## config.mk

```make
export PLATFORM = sky130hd
export DESIGN_NAME = div_seq_62by32
export DESIGN_NICKNAME = d
export VERILOG_FILES = /design/src/rtl/div_seq_62by32.sv
export SDC_FILE = /design/constraint.sdc
export NUM_CORES = 1
export LEC_CHECK = 0
export CELL_PAD_IN_SITES_DETAIL_PLACEMENT = 0
export CELL_PAD_IN_SITES_GLOBAL_PLACEMENT = 1
export CORE_MARGIN = 2
export CORE_UTILIZATION = 37
export CTS_CLUSTER_DIAMETER = 150
export DETAILED_ROUTE_END_ITERATION = 7
export PLACE_DENSITY = 0.78
export SETUP_SLACK_MARGIN = 0.2
export SLEW_MARGIN = 25
export SYNTH_ARGS = -nofsm -noshare
export SYNTH_HDL_FRONTEND = slang
export SYNTH_SLANG_ARGS = --single-unit
export TNS_END_PERCENT = 10
```

## constraint.sdc

```tcl
create_clock -name clk -period 3.1 [get_ports clk]
set_input_delay 0.775 -clock clk [delete_from_list [all_inputs] [get_ports clk]]
set_output_delay 0.775 -clock clk [all_outputs]
set_load 0.02 [all_outputs]
```

## src/rtl/div_seq_62by32.sv

```systemverilog
// div_seq_62by32: sequential unsigned radix-2 restoring divider, DW-bit dividend by VW-bit divisor
//
// Ports:
//   clk          rising-edge clock
//   rst_n        asynchronous active-low reset
//   in_valid     dividend/divisor present
//   in_ready     block can accept an operation (high only in IDLE)
//   dividend     DW-bit unsigned dividend
//   divisor      VW-bit unsigned divisor
//   out_valid    result present (high only in DONE)
//   out_ready    consumer accepts result
//   quotient     DW-bit unsigned quotient
//   remainder    VW-bit unsigned remainder
//   div_by_zero  result came from a zero divisor
module div_seq_62by32 #(
    parameter int DW = 62,
    parameter int VW = 32
) (
    input  logic          clk,
    input  logic          rst_n,
    input  logic          in_valid,
    output logic          in_ready,
    input  logic [DW-1:0] dividend,
    input  logic [VW-1:0] divisor,
    output logic          out_valid,
    input  logic          out_ready,
    output logic [DW-1:0] quotient,
    output logic [VW-1:0] remainder,
    output logic          div_by_zero
);
    localparam int CW = $clog2(DW);
    typedef enum logic [1:0] {IDLE, CALC, DONE} state_t;
    state_t        state, state_nx;
    logic [DW-1:0] sr;
    logic [VW-1:0] pr;
    logic [VW-1:0] dv;
    logic [CW-1:0] cnt;
    logic [VW:0]   trial;
    logic [VW:0]   diff;
    logic          ge;
    logic [DW-1:0] sr_nx;
    logic [VW-1:0] pr_nx;
    // sr shifts dividend bits out at the top while quotient bits enter at the
    // bottom, so after DW steps it holds the complete quotient.
    // pr always stays below the divisor, so the VW+1-bit trial value cannot
    // overflow, and trial - divisor < divisor whenever the subtraction succeeds;
    // bit VW of the difference is therefore exactly the borrow.
    always_comb begin
        trial = {pr, sr[DW-1]};
        diff  = trial - {1'b0, dv};
        ge    = ~diff[VW];
        pr_nx = ge ? diff[VW-1:0] : trial[VW-1:0];
        sr_nx = {sr[DW-2:0], ge};
    end
    always_ff @(posedge clk or negedge rst_n) begin
        if (!rst_n) state <= IDLE;
        else        state <= state_nx;
    end
    always_comb begin
        state_nx = state;
        case (state)
            IDLE:    state_nx = in_valid ? ((divisor == '0) ? DONE : CALC) : IDLE;
            CALC:    state_nx = (cnt == '0) ? DONE : CALC;
            DONE:    state_nx = out_ready ? IDLE : DONE;
            default: state_nx = IDLE;
        endcase
    end
    always_comb begin
        in_ready  = (state == IDLE);
        out_valid = (state == DONE);
    end
    always_ff @(posedge clk or negedge rst_n) begin
        if (!rst_n) begin
            sr          <= '0;
            pr          <= '0;
            dv          <= '0;
            cnt         <= '0;
            quotient    <= '0;
            remainder   <= '0;
            div_by_zero <= 1'b0;
        end else if (state == IDLE && in_valid) begin
            if (divisor == '0) begin
                quotient    <= '1;
                remainder   <= dividend[VW-1:0];
                div_by_zero <= 1'b1;
            end else begin
                sr          <= dividend;
                pr          <= '0;
                dv          <= divisor;
                cnt         <= CW'(DW - 1);
                div_by_zero <= 1'b0;
            end
        end else if (state == CALC) begin
            sr  <= sr_nx;
            pr  <= pr_nx;
            cnt <= cnt - CW'(1);
            if (cnt == '0) begin
                quotient  <= sr_nx;
                remainder <= pr_nx;
            end
        end
    end
endmodule

```

==> results of run 1 <==
==> how the worst min path moves through the flow <==
stage,start,end,slack [ns],cells after the start
after floorplan,sr[11]$_DFFE_PN0P_,quotient[12]$_DFFE_PN0P_,0.46,2
after global routing,rst_n,dv[2]$_DFFE_PN0P_,0.25,1
after CTS,rst_n,dv[7]$_DFFE_PN0P_,0.23,1
after global placement,div_by_zero$_DFFE_PN0P_,div_by_zero$_DFFE_PN0P_,0.47,2
final,rst_n,dv[5]$_DFFE_PN0P_,0.21,1
after detailed placement,div_by_zero$_DFFE_PN0P_,div_by_zero$_DFFE_PN0P_,0.48,2
==> cell families (layout without fill, tap and decap cells) <==
| logic type | count (synthesis) | after routing | synth area share |
|---|---|---|---|
| multiplexers | 44 | 44 | 0.0411 |
| adder cells (fa/ha/maj) | 35 | 35 | 0.0380 |
| AND/OR/NAND/NOR | 549 | 549 | 0.198 |
| flip-flops | 229 | 229 | 0.489 |
| buffers and inverters | 130 | 398 | 0.0460 |
| AO/OA/AOI/OAI | 305 | 305 | 0.165 |
| XOR/XNOR | 31 | 31 | 0.0232 |
==> routing by layer <==
layer	part of all wire	global-route usage	up-vias
li1	-	-	5087
met4	0.038	0.0813	0
met3	0.061	0.0401	75
met1	0.44	0.310	5186
met2	0.46	0.373	331
met5	0	0	-
==> cell type report <==
cell class                      count  area [um^2]  share of cell area
Clock buffer                       34          732              0.0452
Clock inverter                     14          211              0.0131
Inverter                           43          161             0.00997
Multi-Input combinational cell    964         5850               0.361
Sequential cell                   229         5730               0.354
Tap cell                          402          503              0.0311
Timing Repair Buffer              307         3000               0.185
==> power groups by stage <==
stage	Sequential (mW)	Clock [mW]	Combinational [mW]
2_1_floorplan	5.04	0	6.76
4_1_cts	5.09	3.46	11.0
6_report	5.12	3.40	11.7
3_5_place_dp	5.13	0	10.7
3_3_place_gp	5.11	0	10.5
5_1_grt	5.25	3.58	12.8
==> cells in the mapped netlist (all sizes together) (3+ instances only) <==
master | number | share of area
a211oi | 4 | 0.0030
inv | 43 | 0.014
nor4 | 19 | 0.010
a41oi | 3 | 0.0029
nand2 | 325 | 0.11
a21o | 9 | 0.0058
a21oi | 48 | 0.020
and3 | 9 | 0.0049
xor2 | 15 | 0.011
clkbuf | 76 | 0.024
nand3b | 3 | 0.0019
nor3 | 12 | 0.0055
o31ai | 5 | 0.0032
o211ai | 8 | 0.0064
mux2 | 33 | 0.032
o22ai | 3 | 0.0016
ha | 34 | 0.036
nor2 | 113 | 0.036
o21ai | 94 | 0.040
xnor2 | 16 | 0.012
or3 | 5 | 0.0027
buf | 11 | 0.0079
and2 | 6 | 0.0032
nand4 | 6 | 0.0032
a31oi | 97 | 0.053
and4 | 3 | 0.0022
mux2i | 11 | 0.0094
o2111ai | 3 | 0.0022
o21a | 4 | 0.0026
dfrtp | 229 | 0.49
nand2b | 7 | 0.0037
nor2b | 4 | 0.0021
nand3 | 35 | 0.015
==> stage by stage <==
step,util,total power [mW]
after CTS,0.508,19.6
after floorplan,-,11.8
after global placement,0.474,15.6
final,0.516,20.2
after detailed placement,0.474,15.8
after global routing,0.516,21.6
==> repair_timing <==
| item | CTS | global route |
|---|---|---|
| cloned | 1 | 0 |
| pin swaps | 6 | 15 |
| setup endpoints to repair | 65 | 67 |
| buffers inserted | 6 | 3 |
| gates resized for setup | 14 | 47 |
==> cell usage in the layout (no fill, tap or decap), drive strengths merged, types with 6 or more instances in the layout <==
cell type	netlist	layout
a21o	9	9
a21oi	48	48
a31oi	97	97
and2	6	6
and3	9	9
buf	11	114
clkbuf	76	34
clkdlybuf4s50	0	193
clkinv	0	7
dfrtp	229	229
ha	34	34
inv	43	44
mux2	33	33
mux2i	11	11
nand2	325	325
nand2b	7	7
nand3	35	35
nand4	6	6
nor2	113	113
nor3	12	12
nor4	19	19
o211ai	8	8
o21ai	94	94
xnor2	16	16
xor2	15	15
==> flip-flops by register name, indices dropped and copies added (netlist names) <==
name         flops
remainder       32
state            2
quotient        62
sr              62
dv              32
div_by_zero      1
cnt              6
pr              32
==> worst max-delay path, stage by stage (launching register included) <==
cell and delay [ns]:
dfrtp_1 0.39, inv_2 0.09, ha_4 0.20, a211oi_2 0.20, o21bai_1 0.12, o21ba_1 0.19, o211a_1 0.24, a311o_4 0.37
buf_6 0.14, a41oi_4 0.27, nand2_4 0.18, and3_2 0.25, o32a_1 0.32
==> impl_metrics.env, run 1 <==
export IMPL_worst_pin_slew_ns=0.653
export IMPL_worstPathMaxFanout=14
export IMPL_grt_use_total=0.230
export IMPL_fin_ws_ns=0.0221
export IMPL_worstPathRequired_ns=3.52
export IMPL_end_kind="flop"
export IMPL_syn_nets=1456
export IMPL_vias_per_cell=5.36
export IMPL_drtAntennaViolNets=0
export IMPL_max_freq_mhz=325
export IMPL_fp_dieH_um=182
export IMPL_hold_buffers=0
export IMPL_drive_gt1_frac=0.163
export IMPL_antenna_cells=0
export IMPL_die_w_um=182
export IMPL_drt_iter0_drc=811
export IMPL_antenna_found_initial=0
export IMPL_crit_end="remainder[15]$_DFFE_PN0P_"
export IMPL_dr_pass1_iters=5
export IMPL_pwr_share_clk=0.168
export IMPL_syn_area_per_cell_um2=8.86
export IMPL_period_share=0.993
export IMPL_ys_types=72
export IMPL_powerDensity_nw_per_um2=1250
export IMPL_seq_area_frac_synth=0.489
export IMPL_critPathLaunch="dv[17]$_DFFE_PN0P_"
export IMPL_drc_errors=0
export IMPL_rows=65
export IMPL_preCtsSetupSlack_ns=-0.222
export IMPL_gp_congestion=0.877
export IMPL_vdd_drop_max_mv=0.557
export IMPL_numCtsBuffers=26
export IMPL_swShare=0.421
export IMPL_cts_root_buf="clkbuf_16"
export IMPL_design_die_area_um2=33100
export IMPL_cts_sinks=229
export IMPL_nNetsFinal=1704
export IMPL_start_util=0.373
export IMPL_hold_class="in2async"
export IMPL_dp_cells=1935
export IMPL_syn_area_um2=11700
export IMPL_synth_edf_count=0
export IMPL_stdcell_count=1993
export IMPL_htreeDepth=1
export IMPL_critPathKind="reg2reg"
export IMPL_clock_latency_ns=0.54
export IMPL_synth_ff_type="dfrtp_1"
export IMPL_slew_headroom=0.565
export IMPL_cts_tree="built"
export IMPL_skew_ns=0.0142
export IMPL_n_fill_cell=2884
export IMPL_rsz0062_at_grt="true"
export IMPL_synthArstFlopShare=1.00
export IMPL_grt_pass1_wl_mm=60.0
export IMPL_syn_to_final_growth_pct=38.0
export IMPL_core_um2=31400
export IMPL_fin_crit_ns=3.08
export IMPL_grt_max_degree=94
export IMPL_setup_viol=0
export IMPL_path_clk_slew_ns=0.06
export IMPL_power_switching_mw=8.50
export IMPL_netlist_instances=1323
export IMPL_finalWirelength_mm=38.5
export IMPL_overflow=0
export IMPL_finalSetupTns_ns=0
export IMPL_vias=10700
export IMPL_ys_warn_count=0
export IMPL_startpoint_type="flop"
export IMPL_arrival_ns=3.49
export IMPL_synth_seq_cells=229
export IMPL_portBuffers=194
export IMPL_cap_violations=0
export IMPL_hold_violations=0
export IMPL_r2r_slack_ns=0.02
export IMPL_power_internal_mw=11.7
export IMPL_grt_pass1_vias=10500
export IMPL_pwr_share_comb=0.579
export IMPL_p_seq_frac=0.253
export IMPL_cts_path_max_buffers=3
export IMPL_p_leak_nw=6.86
export IMPL_io_pins=195
export IMPL_finalInstanceArea_um2=16200
export IMPL_maxSlewViolCount=0
export IMPL_status="finished clean"
export IMPL_reg2regPathDepth=12
export IMPL_post_dp_cell_area_um2=14900
export IMPL_whs_ns=0.207
export IMPL_reg2reg_from="dv[17]$_DFFE_PN0P_"
export IMPL_wl_per_cell_um=19.3
export IMPL_timing_rr_end="remainder[15]$_DFFE_PN0P_"
export IMPL_place_hpwl_mm=27.5
No activity file was read; power rests on OpenSTA's default activity.
==> run 2: changes to the inputs <==
Settings changed: GPL_ROUTABILITY_DRIVEN set to 0.
==> run 2 against run 1 <==
  * The run now ends with setup timing left
  * Global-route usage up 0.20 points
  * Clock skew rose by 0.0038 ns
  * Highest routed layer is now met5
  * Sequential power about the same
  * Non-clock buffer count increased by 14
  * Cell area increased by 0.19%
  * Sequential share of layout area fell by 0.050 points
  * Critical path depth is 1 higher
  * Hold slack worse by 0.033 ns
  * Via count is 0.40% higher
  * Setup slack worse by 0.027 ns
  * Routed wire length increased by 0.68%
  * Register-to-register slack worse by 0.03 ns
==> impl_metrics.env, run 2 (same netlist as run 1, synthesis figures left out) <==
export IMPL_grt_use_total=0.232
export IMPL_arrival_ns=3.51
export IMPL_cts_root_buf="clkbuf_16"
export IMPL_skew_ns=0.0179
export IMPL_rows=65
export IMPL_cts_path_max_buffers=3
export IMPL_startpoint_type="flop"
export IMPL_syn_to_final_growth_pct=38.3
export IMPL_cts_tree="built"
export IMPL_worstPathMaxFanout=12
export IMPL_setup_viol=3
export IMPL_fin_crit_ns=3.10
export IMPL_rsz0062_at_grt="true"
export IMPL_start_util=0.373
export IMPL_period_share=1.00
export IMPL_n_fill_cell=2900
export IMPL_power_switching_mw=8.49
export IMPL_power_internal_mw=11.8
export IMPL_dr_pass1_iters=5
export IMPL_fp_dieH_um=182
export IMPL_clock_latency_ns=0.54
export IMPL_violations="setup timing"
export IMPL_core_um2=31400
export IMPL_grt_pass1_vias=10600
export IMPL_timing_rr_end="remainder[2]$_DFFE_PN0P_"
export IMPL_hold_buffers=0
export IMPL_slew_headroom=0.560
export IMPL_vias=10700
export IMPL_swShare=0.419
export IMPL_maxSlewViolCount=0
export IMPL_critPathLaunch="pr[16]$_DFFE_PN0P_"
export IMPL_worst_pin_slew_ns=0.659
export IMPL_multi_input_area_um2=5780
export IMPL_r2r_slack_ns=-0.005
export IMPL_pwr_share_comb=0.594
export IMPL_place_hpwl_mm=27.3
export IMPL_pwr_share_clk=0.153
export IMPL_htreeDepth=1
export IMPL_end_kind="flop"
export IMPL_p_seq_frac=0.253
export IMPL_status="complete, but fails checks"
export IMPL_drive_gt1_frac=0.167
export IMPL_antenna_found_initial=2
export IMPL_wl_per_cell_um=19.3
export IMPL_grt_pass1_wl_mm=60.4
export IMPL_crit_end="remainder[2]$_DFFE_PN0P_"
export IMPL_fin_ws_ns=-0.00466
export IMPL_die_w_um=182
export IMPL_p_total_mw=20.3
export IMPL_drtAntennaViolNets=0
export IMPL_grt_max_degree=94
export IMPL_hold_violations=0
export IMPL_layout_common_cells="321 x nand2_1, 227 x dfrtp_1, 193 x clkdlybuf4s50_1"
export IMPL_overflow=0
export IMPL_cap_violations=0
export IMPL_preCtsSetupSlack_ns=-0.133
export IMPL_cts_sinks=229
export IMPL_powerDensity_nw_per_um2=1250
export IMPL_drc_errors=0
export IMPL_max_freq_mhz=322
export IMPL_path_clk_slew_ns=0.06
export IMPL_reg2regPathDepth=13
export IMPL_final_common_cell="nand2_1"
export IMPL_p_leak_nw=6.91
export IMPL_worstPathRequired_ns=3.51
export IMPL_top_regs="quotient: 62 flops, sr: 62 flops"
export IMPL_critPathKind="reg2reg"
export IMPL_reg2reg_from="pr[16]$_DFFE_PN0P_"
export IMPL_vdd_drop_max_mv=0.615
export IMPL_finalWirelength_mm=38.8
export IMPL_numCtsBuffers=26
export IMPL_io_pins=195
export IMPL_regArea_um2=5730
export IMPL_whs_ns=0.173
export IMPL_drt_iter0_drc=663
export IMPL_hold_class="in2async"
export IMPL_design_die_area_um2=33100
export IMPL_nNetsFinal=1718
export IMPL_portBuffers=194
export IMPL_vias_per_cell=5.34
-- run 2: cell type report --
cell class	count	area share
multi-input cells	964	0.357
flip-flops and latches	229	0.354
repair buffers	321	0.195
clock buffers	40	0.0490
well taps	402	0.0310
inverters	43	0.00995
clock inverters	8	0.00417
diodes	1	0.000154
-- run 2: routing by layer --
metal / routed length, um / vias up / global-route usage / part of all wire
li1: - / 5115 / - / -
met1: 16900 / 5171 / 0.316 / 0.44
met2: 17900 / 354 / 0.372 / 0.46
met3: 2390 / 80 / 0.0371 / 0.062
met4: 1540 / 2 / 0.0910 / 0.040
met5: 13 / - / 0 / 0.00034
-- run 2: per-stage QoR --
stage	instances	setup TNS, ns	utilization	instance area, um^2
6_report	2008	-0.0113	0.517	16200
5_1_grt	2008	-3.20	0.517	16200
4_1_cts	2005	0	0.511	16100
3_5_place_dp	1937	-6.20	0.475	14900
3_3_place_gp	1937	-4.07	0.475	14900
2_1_floorplan	1323	0	-	11800
-- run 2: worst min path at each step --
stage,from,end,slack [ns],cells after the start
floorplan,sr[11]$_DFFE_PN0P_,quotient[12]$_DFFE_PN0P_,0.46,2
global placement,div_by_zero$_DFFE_PN0P_,div_by_zero$_DFFE_PN0P_,0.47,2
detailed placement,div_by_zero$_DFFE_PN0P_,div_by_zero$_DFFE_PN0P_,0.47,2
CTS,rst_n,pr[9]$_DFFE_PN0P_,0.19,1
global route,rst_n,dv[1]$_DFFE_PN0P_,0.20,1
finish,rst_n,dv[1]$_DFFE_PN0P_,0.17,1
-- run 2: repair_timing --
item | CTS | global route
pin swaps | 16 | 13
resized for setup | 29 | 36
setup buffers | 20 | 2
setup endpoints to repair | 65 | 66
-- run 2: critical path: stages, from the launching register on --
cell,delay (ns)
dfrtp_2,0.44
ha_4,0.25
a211oi_2,0.21
o21bai_2,0.11
o21ba_4,0.23
o211a_1,0.25
a311o_4,0.34
buf_12,0.14
o41ai_4,0.31
buf_6,0.21
buf_4,0.14
nor4_4,0.04
a31oi_1,0.19
a31oi_1,0.11
-- run 2: power by group through the flow --
stage / logic [mW] / registers [mW] / clock network (mW)
6_report: 12.0 / 5.12 / 3.11
5_1_grt: 13.1 / 5.25 / 3.29
4_1_cts: 11.4 / 5.11 / 3.18
3_5_place_dp: 10.6 / 5.14 / 0
3_3_place_gp: 10.4 / 5.12 / 0
2_1_floorplan: 6.76 / 5.04 / 0
==> run 3: changes to the inputs <==
Settings changed: PLACE_DENSITY 0.78 to 0.8.
==> run 3 against run 2 <==
  * The flow still finishes with violations (setup timing)
  * First-iteration DRC count rose by 31%
  * Cell area fell by 0.52%
  * Combinational power barely moved
  * Sequential cell count did not move
  * Clock skew fell by 0.0034 ns
  * Largest cell class unchanged
==> impl_metrics.env, run 3 (same netlist as run 1, synthesis figures left out) <==
export IMPL_violations="setup timing"
export IMPL_vias=10700
export IMPL_drc_errors=0
export IMPL_power_switching_mw=8.41
export IMPL_finalSetupTns_ns=-0.110
export IMPL_clock_latency_ns=0.54
export IMPL_grt_use_met3=0.0447
export IMPL_powerDensity_nw_per_um2=1240
export IMPL_setup_viol=7
export IMPL_use_met1=0.309
export IMPL_cp_common_cell="buf_4"
export IMPL_preCtsSetupSlack_ns=-0.0607
export IMPL_vias_per_cell=5.37
export IMPL_n_fill_cell=2885
export IMPL_portBuffers=194
export IMPL_reg2reg_from="pr[16]$_DFFE_PN0P_"
export IMPL_grt_pass1_wl_mm=60.3
export IMPL_startpoint_type="flop"
export IMPL_period_share=1.01
export IMPL_max_stage_delay_ns=0.42
export IMPL_cts_sinks=229
export IMPL_htreeDepth=1
export IMPL_drtAntennaViolNets=0
export IMPL_path_clk_slew_ns=0.06
export IMPL_top_regs="quotient: 62 flops, sr: 62 flops"
export IMPL_crit_family="buffers and inverters"
export IMPL_hold_violations=0
export IMPL_io_pins=195
export IMPL_p_leak_nw=6.87
export IMPL_pwr_share_clk=0.160
export IMPL_final_common_cell="nand2_1"
export IMPL_layout_common_cells="320 x nand2_1, 228 x dfrtp_1, 193 x clkdlybuf4s50_1"
export IMPL_vdd_drop_max_mv=0.747
export IMPL_cp_slowest_cell="dfrtp_1"
export IMPL_fp_dieH_um=182
export IMPL_p_total_mw=19.9
export IMPL_grt_pass1_vias=10800
export IMPL_die_w_um=182
export IMPL_end_kind="flop"
export IMPL_status="complete, but fails checks"
export IMPL_dr_pass1_iters=5
export IMPL_wl_per_cell_um=19.1
export IMPL_slew_headroom=0.615
export IMPL_cap_violations=0
export IMPL_numCtsBuffers=26
export IMPL_max_freq_mhz=319
export IMPL_hold_buffers=0
export IMPL_final_util=0.514
export IMPL_fin_crit_ns=3.13
export IMPL_core_um2=31400
export IMPL_path_cells="ha_4 -> a211oi_2 -> o21bai_1 -> buf_4 -> buf_4 -> buf_4 -> buf_4 -> buf_4 -> buf_4 -> buf_4 -> buf_4 -> buf_4 -> buf_4 -> buf_4 -> nor2_2 -> xnor2_1 -> mux2i_2 -> buf_4 -> a21oi_1"
export IMPL_grt_use_total=0.230
export IMPL_swShare=0.422
export IMPL_arrival_ns=3.59
export IMPL_worstPathMaxFanout=2
export IMPL_drive_gt1_frac=0.161
export IMPL_syn_to_final_growth_pct=37.6
export IMPL_crit_buf_inv=12
export IMPL_cts_root_buf="clkbuf_16"
export IMPL_rsz0062_at_grt="true"
export IMPL_busiest_layer="met2"
export IMPL_pwr_share_comb=0.584
export IMPL_hold_class="in2async"
export IMPL_fin_ws_ns=-0.0300
export IMPL_worst_pin_slew_ns=0.577
export IMPL_critPathKind="reg2reg"
export IMPL_p_seq_frac=0.255
export IMPL_timing_rr_end="remainder[20]$_DFFE_PN0P_"
export IMPL_power_internal_mw=11.5
export IMPL_reg2regPathDepth=19
export IMPL_place_hpwl_mm=27.2
export IMPL_skew_ns=0.0145
export IMPL_nNetsFinal=1713
export IMPL_worstPathRequired_ns=3.56
export IMPL_maxSlewViolCount=0
export IMPL_cts_tree="built"
export IMPL_grt_max_degree=94
export IMPL_antenna_found_initial=1
export IMPL_cts_path_max_buffers=3
export IMPL_rows=65
export IMPL_start_util=0.373
export IMPL_use_met2=0.368
export IMPL_overflow=0
export IMPL_finalWirelength_mm=38.3
export IMPL_drt_iter0_drc=866
export IMPL_design_die_area_um2=33100
export IMPL_r2r_slack_ns=-0.03
-- run 3: cell types whose count changed in the layout (fill, tap and decap cells not counted), moves of 2 or more --
cell	change
a21oi_2	+2
a21oi_4	-2
buf_12	-3
buf_4	+2
buf_6	-5
buf_8	-2
bufinv_16	+2
clkbuf_8	-2
clkinv_2	-2
nand2_8	+2
o21ai_0	+2
o21ai_1	-2
-- run 3: timing repair --
action	in CTS	in global routing
pin swaps	14	13
cloned	2	0
gates resized for setup	35	19
buffers inserted	17	2
setup endpoints to repair	66	67
-- run 3: cell type report --
class	instances	area (um^2)	share of cell area
inverters	43	161	0.0100
repair buffers	314	3040	0.189
diodes	1	2.50	0.000155
clock inverters	8	119	0.00737
flip-flops and latches	229	5730	0.355
multi-input cells	966	5800	0.360
well taps	402	503	0.0312
clock buffers	39	771	0.0478
-- run 3: power by group through the flow --
stage	registers, mW	logic [mW]	clock network (mW)
finish	5.09	11.7	3.20
global route	5.22	12.7	3.40
CTS	5.08	11.3	3.27
detailed placement	5.11	10.4	0
global placement	5.08	10.2	0
floorplan	5.04	6.76	0
-- run 3: worst register-to-register path, cell delays in order, from the launching register on --
cell and delay [ns]:
dfrtp_1 0.42, ha_4 0.26, a211oi_2 0.20, o21bai_1 0.10, buf_4 0.14, buf_4 0.12
buf_4 0.12, buf_4 0.12, buf_4 0.13, buf_4 0.13, buf_4 0.13, buf_4 0.12
buf_4 0.12, buf_4 0.12, buf_4 0.12, nor2_2 0.11, xnor2_1 0.18, mux2i_2 0.12
buf_4 0.15, a21oi_1 0.13
-- run 3: how the worst max path moves through the flow --
stage / startpoint / slack, ns / cells past startpoint / end
after floorplan: sr[61]$_DFFE_PN0P_ / 0.16 / 15 / remainder[7]$_DFFE_PN0P_
after global placement: pr[12]$_DFFE_PN0P_ / -0.03 / 10 / remainder[15]$_DFFE_PN0P_
after detailed placement: dv[0]$_DFFE_PN0P_ / -0.06 / 13 / remainder[20]$_DFFE_PN0P_
after CTS: dv[0]$_DFFE_PN0P_ / 0.04 / 14 / remainder[17]$_DFFE_PN0P_
after global routing: dv[0]$_DFFE_PN0P_ / -0.15 / 14 / remainder[17]$_DFFE_PN0P_
final: pr[16]$_DFFE_PN0P_ / -0.03 / 19 / remainder[20]$_DFFE_PN0P_
-- run 3: per-stage QoR --
| stage | hold slack, ns | cell area, um^2 | instances |
|---|---|---|---|
| floorplan | 0.461 | 11800 | 1323 |
| global placement | 0.467 | 14900 | 1933 |
| detailed placement | 0.479 | 14900 | 1933 |
| CTS | 0.211 | 16100 | 1999 |
| global route | 0.231 | 16100 | 2001 |
| finish | 0.198 | 16100 | 2002 |
-- run 3: metal layers --
metal  up-vias  wire length, um
met5         -                0
met4         0             1490
li1       5121                -
met1      5173            16500
met3        80             2570
met2       370            17700
